$ cat src/rtl/mux2_rr_arbiter_pkg.sv
// Shared constants for the two-channel round-robin arbiter and its grant logic.
package mux2_rr_arbiter_pkg;

   localparam int   DEFAULT_WIDTH = 8;
   localparam logic CH0           = 1'b0;
   localparam logic CH1           = 1'b1;

endpackage

$ cat src/rtl/mux2_rr_arbiter_grant.sv
// Combinational two-way grant: lock override first, then round-robin against the last-grant pointer.
module rr_grant2
   import mux2_rr_arbiter_pkg::*;
(
   input  logic valid0,
   input  logic valid1,
   input  logic ptr,
   input  logic lock,
   input  logic lock_ch,
   input  logic space,
   output logic grant0,
   output logic grant1
);

   // A locked channel keeps the grant only while it is still requesting.
   always_comb begin
      grant0 = 1'b0;
      grant1 = 1'b0;
      if (space) begin
         if (lock && (lock_ch == CH0) && valid0) begin
            grant0 = 1'b1;
         end else if (lock && (lock_ch == CH1) && valid1) begin
            grant1 = 1'b1;
         end else if (valid0 && valid1) begin
            if (ptr == CH0) begin
               grant1 = 1'b1;
            end else begin
               grant0 = 1'b1;
            end
         end else begin
            grant0 = valid0;
            grant1 = valid1;
         end
      end
   end

endmodule

$ cat src/rtl/mux2_rr_arbiter.sv
// Two-input round-robin arbiter feeding a single registered output stage with valid/ready handshakes.
module mux2_rr_arbiter
   import mux2_rr_arbiter_pkg::*;
#(
   parameter int WIDTH = DEFAULT_WIDTH
) (
   input  logic             clk,
   input  logic             rst,
   input  logic             in0_valid,
   input  logic [WIDTH-1:0] in0_data,
   output logic             in0_ready,
   input  logic             in1_valid,
   input  logic [WIDTH-1:0] in1_data,
   output logic             in1_ready,
   input  logic             lock,
   output logic             sel,
   output logic             out_valid,
   output logic [WIDTH-1:0] out_data,
   input  logic             out_ready
);

   logic space;
   logic grant0;
   logic grant1;
   logic last_grant;
   logic in_xfer;

   // Reset suppresses space so nothing can be accepted in a reset cycle.
   assign space   = !rst && (!out_valid || out_ready);
   assign in_xfer = grant0 || grant1;

   rr_grant2 u_grant (
      .valid0  (in0_valid),
      .valid1  (in1_valid),
      .ptr     (last_grant),
      .lock    (lock && out_valid),
      .lock_ch (sel),
      .space   (space),
      .grant0  (grant0),
      .grant1  (grant1)
   );

   assign in0_ready = grant0;
   assign in1_ready = grant1;

   // Output register, source index and last-grant pointer; pointer resets to CH1 so CH0 wins first.
   always_ff @(posedge clk) begin
      if (rst) begin
         out_valid  <= 1'b0;
         out_data   <= '0;
         sel        <= CH0;
         last_grant <= CH1;
      end else if (in_xfer) begin
         out_valid  <= 1'b1;
         out_data   <= grant1 ? in1_data : in0_data;
         sel        <= grant1 ? CH1 : CH0;
         last_grant <= grant1 ? CH1 : CH0;
      end else if (out_valid && out_ready) begin
         out_valid  <= 1'b0;
      end
   end

endmodule

$ cat config.mk
export PLATFORM = sky130hd
export DESIGN_NAME = mux2_rr_arbiter
export DESIGN_NICKNAME = d
export VERILOG_FILES = /design/src/rtl/mux2_rr_arbiter_pkg.sv /design/src/rtl/mux2_rr_arbiter_grant.sv /design/src/rtl/mux2_rr_arbiter.sv
export SDC_FILE = /design/constraint.sdc
export NUM_CORES = 1
export LEC_CHECK = 0
export ABC_AREA = 1
export ABC_CLOCK_PERIOD_IN_PS = 1600
export BUFFER_PORTS_ARGS = -buffer_cell sky130_fd_sc_hd__buf_4
export CAP_MARGIN = 20
export CORE_MARGIN = 4
export CORE_UTILIZATION = 45
export DETAILED_ROUTE_END_ITERATION = 8
export HOLD_SLACK_MARGIN = 0.12
export PLACE_DENSITY = 0.8
export SLEW_MARGIN = 0
export SYNTH_ARGS = -nofsm -noshare
export SYNTH_HDL_FRONTEND = slang
export SYNTH_SLANG_ARGS = --single-unit
$ cat constraint.sdc
create_clock -name clk -period 1.6 [get_ports clk]
set_input_delay 0.16 -clock clk [delete_from_list [all_inputs] [get_ports clk]]
set_output_delay 0.16 -clock clk [all_outputs]
set_load 0.05 [all_outputs]
## Yosys cells after proc, flatten, opt, wreduce, memory -nomap -nowiden

Index checks and enable logic that the tools add are counted.
W data, S select, Z words.

- Logic and storage cells: 32
- Register bits after elaboration: 11
- Input port bits: 22
- Output and inout bits: 12

- Bitwise logic cells: 1
- Reductions and logical operators: 13
- Muxes and demuxes: 14

Operators with widths:

| kind | count |
|---|---|
| $mux W1 | 13 |
| $logic_and A1 B1 Y1 | 8 |
| $mux W8 | 1 |
| $logic_not A1 Y1 | 2 |
| $logic_or A1 B1 Y1 | 2 |
| $reduce_bool A2 Y1 | 1 |
| $not A1 Y1 | 1 |

## Depth between registers and ports, before layout

- Depth after elaboration: 8
- Mapped depth: 10
- Gate-level depth less buffers: 10

## Hierarchy

From an unflattened synthesis, not the netlist that was laid out.

- Cells, all modules: 91
- Area, all modules: 586.8 um^2

Modules (own cells, without submodules):

| module | cells each | area each (um^2) | seq. area each (um^2) | instances |
|---|---|---|---|---|
| mux2_rr_arbiter | 75 | 515.5 | 220.2 | 1 |
| rr_grant2 | 16 | 71.3 | 0.0 | 1 |

## Least setup slack after synthesis

Ideal clock, no wire load.

- Path kind: reg2out
- From: reg out_valid
- To: out in0_ready
- Setup slack: -0.043 ns
- Stages on the path, launching flop included: 8
- Arrival: 1.483 ns
- Buffers on the path: 1
- Data required time: 1.440 ns
- Cell sequence: dfxtp_1 nand2_2 nor2_8 inv_2 nand2_2 nand2_4 buf_6 inv_2

- Longest elaborated chain between the ends: 6
- Elaborated cells on any way between the ends: 11
- Those cells by class: mux: 3; reduce/logical: 8

RTL lines:

| item | line | RTL |
|---|---|---|
| start: declaration | mux2_rr_arbiter.sv:17 | `output logic out_valid,` |
| start signal: assignment | mux2_rr_arbiter.sv:49 | `out_valid <= 1'b0;` |
| start signal: assignment | mux2_rr_arbiter.sv:54 | `out_valid <= 1'b1;` |
| start signal: assignment | mux2_rr_arbiter.sv:59 | `out_valid <= 1'b0;` |
| $logic_and A1 B1 Y1 | mux2_rr_arbiter.sv:36 | `.lock (lock && out_valid),` |
| $logic_and A1 B1 Y1 (2 in a row) | mux2_rr_arbiter_grant.sv:22 | `end else if (lock && (lock_ch == CH1) && valid1) begin` |
| $mux W1 | mux2_rr_arbiter_grant.sv:22 |  |
| $mux W1 | mux2_rr_arbiter_grant.sv:20 | `if (lock && (lock_ch == CH0) && valid0) begin` |
| $mux W1 * | mux2_rr_arbiter_grant.sv:19 | `if (space) begin` |
| end: declaration | mux2_rr_arbiter.sv:11 | `output logic in0_ready,` |

Every way passes the cells marked *; elsewhere a longest branch is shown, timed or not.

## Final worst setup path

- From: reg sel
- To: out in1_ready

- Longest elaborated chain between the ends: 5
- Elaborated cells on any way between the ends: 8
- Those cells by class: mux: 3; bitwise: 1; reduce/logical: 4

RTL lines:

| item | line | RTL |
|---|---|---|
| start: declaration | mux2_rr_arbiter.sv:16 | `output logic sel,` |
| start signal: assignment | mux2_rr_arbiter.sv:56 | `sel <= grant1 ? CH1 : CH0;` |
| $logic_and A1 B1 Y1 / $not A1 Y1 (equally long branches) | mux2_rr_arbiter_grant.sv:22, mux2_rr_arbiter_grant.sv:20 |  |
| $logic_and A1 B1 Y1 (on tied branches) | mux2_rr_arbiter_grant.sv:22, mux2_rr_arbiter_grant.sv:20 |  |
| $mux W1 / $logic_and A1 B1 Y1 (equally long branches) | mux2_rr_arbiter_grant.sv:22, mux2_rr_arbiter_grant.sv:20 |  |
| $mux W1 * | mux2_rr_arbiter_grant.sv:20 |  |
| $mux W1 * | mux2_rr_arbiter_grant.sv:19 |  |
| end: declaration | mux2_rr_arbiter.sv:14 | `output logic in1_ready,` |

Marked as above.

==> metrics.yaml <==
status: "completed"
cts_buffers: 3
ioPinCount: 34
pwr-share-seq_pct: 35.7
holdPathStages: 5
grt_antenna_before_repair: 0
area_growth_pct: 40.1
synth-simple-area-share_pct: 53.1
critPathRequiredTime_ns: 1.44
yosysWarnings: 0
start_util_pct: 48.4
clock_latency_ns: 0.26
r2r-start: "sel"
synth.distinct_cells: 14
ir_worst_vdd_mv: 0.531
relSlewSlack_pct: 88.8
reg2reg_to: "out_data[1]"
synth-xor-area-share_pct: 0
hold_ws_ns: 0.200
fmax_mhz: 649
leakage_nw: 0.600
powerDensity_nw_per_um2: 868
avgSynthCellArea_um2: 6.58
synthMuxAreaShare_pct: 0
hold_viol: 0
path_max_fanout: 20
place_congestion: 0.741
clockBufferDepth: 2
ant_nets: 0
ys_ff_latch: 11
endpoint: "in1_ready"
top_usage_layer: "met2"
port_buffers: 33
grt_util_met1_pct: 14.0
grt_max_degree: 21
worstSetupPathType: "flop to output pin"
hp-class: "input pin to flop"
worst_r2r_path_depth: 9
grt_usage_pct: 13.5
period_share_pct: 96.4
clkSlewWorstSetupHoldPaths_ns: 0.07
regToRegSetupSlack_ns: 0.29
yosys.area_share.adder_pct: 0
ys_seq_area_share_pct: 29.9
crit_path_end_kind: "output pin"
cts_sinks: 11
die_x_um: 48.5
worstMarginPinSlew_ns: 0.168
grt_overflow: 0
grt_pass1_wl_mm: 2.62
dr.pass1.iters: 4
cts_tree: "yes"
netSwitchingPower_w: 0.000356
num_vias: 776
antennaDiodeCount: 0
cts-root-buf: "clkbuf_4"
wl_per_cell_um: 10.8
met2_usage_pct: 25.4
swShare_pct: 39.7
htreeDepth: 1
p_clk_share_pct: 21.0
tns_ns: 0
fillerInstances: 141
drtIter0Drc: 15
power_frac_comb_pct: 43.3
p_int_w: 0.000540
finClkSkew_ns: 0.00260
synth_top_family_by_area: "simple AND/OR/NAND/NOR gates"
vias_per_cell: 4.70
dieHeight_um: 48.5
route.detailed.drc: 0
fin_nets: 172
drive_gt1_share_pct: 37.6
start_kind: "flop"
dp_hpwl_mm: 1.30
final_core_util_pct: 67.7
synth_nets: 134
synthesis.area_um2: 737
cp.arrival_ns: 1.38
slew_viol_final: 0
grt_util_met3_pct: 2.15
first_global_vias: 677
startpoint: "sel"
die_area_um2: 2350
max-cap-violations: 0
rows: 14
synth_compound_gate_area_share_pct: 1.36
core_area_um2: 1520
setup_viol: 0
wl_mm: 1.78
period_minus_slack_ns: 1.54
synth_cells: 112
==> routing by layer <==
metal  part of all wire (%)  up-vias
met1                     37      341
li1                       -      410
met4                   0.96        0
met2                     55       23
met5                      0        -
met3                    6.5        2
==> stage by stage <==
| step | setup WS [ns] | power (W) | cell area, um^2 | std cells |
|---|---|---|---|---|
| finish | 0.0582 | 0.000896 | 1030 | 165 |
| global route | -0.00196 | 0.000948 | 1030 | 165 |
| CTS | 0.00668 | 0.000892 | 1000 | 163 |
| detailed placement | 0.293 | 0.000700 | 968 | 158 |
| global placement | 0.329 | 0.000693 | 968 | 158 |
| floorplan | 0.0124 | 0.000597 | 738 | 112 |
==> state kept, by name (all words and copies together) (netlist names) <==
register,count
last_grant,1
sel,1
out_data,8
out_valid,1
==> synth_stat cells, drive strengths merged <==
master  count  area, um^2
nand2      41         201
inv        18        72.6
nand3      18        90.1
nor2       18         100
dfxtp      11         220
buf         3        37.5
a21oi       2        10.0
clkinv      1        5.00
==> final cells by class <==
type | count | area, um^2 | share of cell area [%]
multi-input cells | 79 | 410 | 39.8
flip-flops and latches | 11 | 221 | 21.5
well taps | 16 | 20.0 | 1.94
repair buffers | 36 | 277 | 26.8
clock buffers | 4 | 26.3 | 2.55
inverters | 19 | 77.6 | 7.52
==> power groups by stage <==
stage	sequential (W)	combinational, W	clock (W)
2_1_floorplan	0.000422	0.000175	0
3_3_place_gp	0.000325	0.000368	0
3_5_place_dp	0.000326	0.000374	0
4_1_cts	0.000320	0.000376	0.000197
5_1_grt	0.000323	0.000418	0.000208
6_report	0.000320	0.000387	0.000188
==> logic make-up after synthesis <==
group,Yosys count
AO/OA/AOI/OAI,2
AND/OR/NAND/NOR,77
buffers and inverters,22
flip-flops,11
==> critical path, stage by stage (launching register included) <==
cell     delay [ns]
dfxtp_1        0.37
inv_1          0.06
nand2_2        0.10
nor2_8         0.05
nor2_8         0.18
nand2_8        0.13
inv_2          0.08
buf_6          0.15
==> cells in the final DEF (no fill, tap or decap) <==
cell / Yosys / final
buf_4: 0 / 34
nand2_8: 0 / 1
nand3_1: 18 / 18
nor2_8: 2 / 2
nand2_1: 32 / 32
dfxtp_2: 0 / 1
clkbuf_1: 0 / 1
clkinv_2: 1 / 1
nor2_1: 16 / 16
inv_6: 1 / 1
a21oi_1: 2 / 2
nand2_4: 5 / 4
clkbuf_4: 0 / 3
dfxtp_1: 11 / 10
inv_1: 13 / 13
buf_6: 2 / 1
dlygate4sd3_1: 0 / 1
inv_2: 4 / 4
nand2_2: 4 / 4
==> timing repair <==
item,CTS,global route
gates resized for setup,0,2
setup buffers,0,2
setup endpoints to repair,0,1
endpoints found under the hold margin,2,0
hold buffers,1,0
==> how the worst min path moves through the flow <==
| stage | from | slack [ns] | endpoint |
|---|---|---|---|
| after floorplan | rst | 0.22 | out_valid |
| after global placement | rst | 0.34 | out_valid |
| after detailed placement | rst | 0.34 | out_valid |
| after CTS | in0_data[4] | 0.19 | out_data[4] |
| after global routing | in0_data[5] | 0.22 | out_data[5] |
| final | in0_data[5] | 0.20 | out_data[5] |
Note: power is estimated with default switching activity, not from simulation.
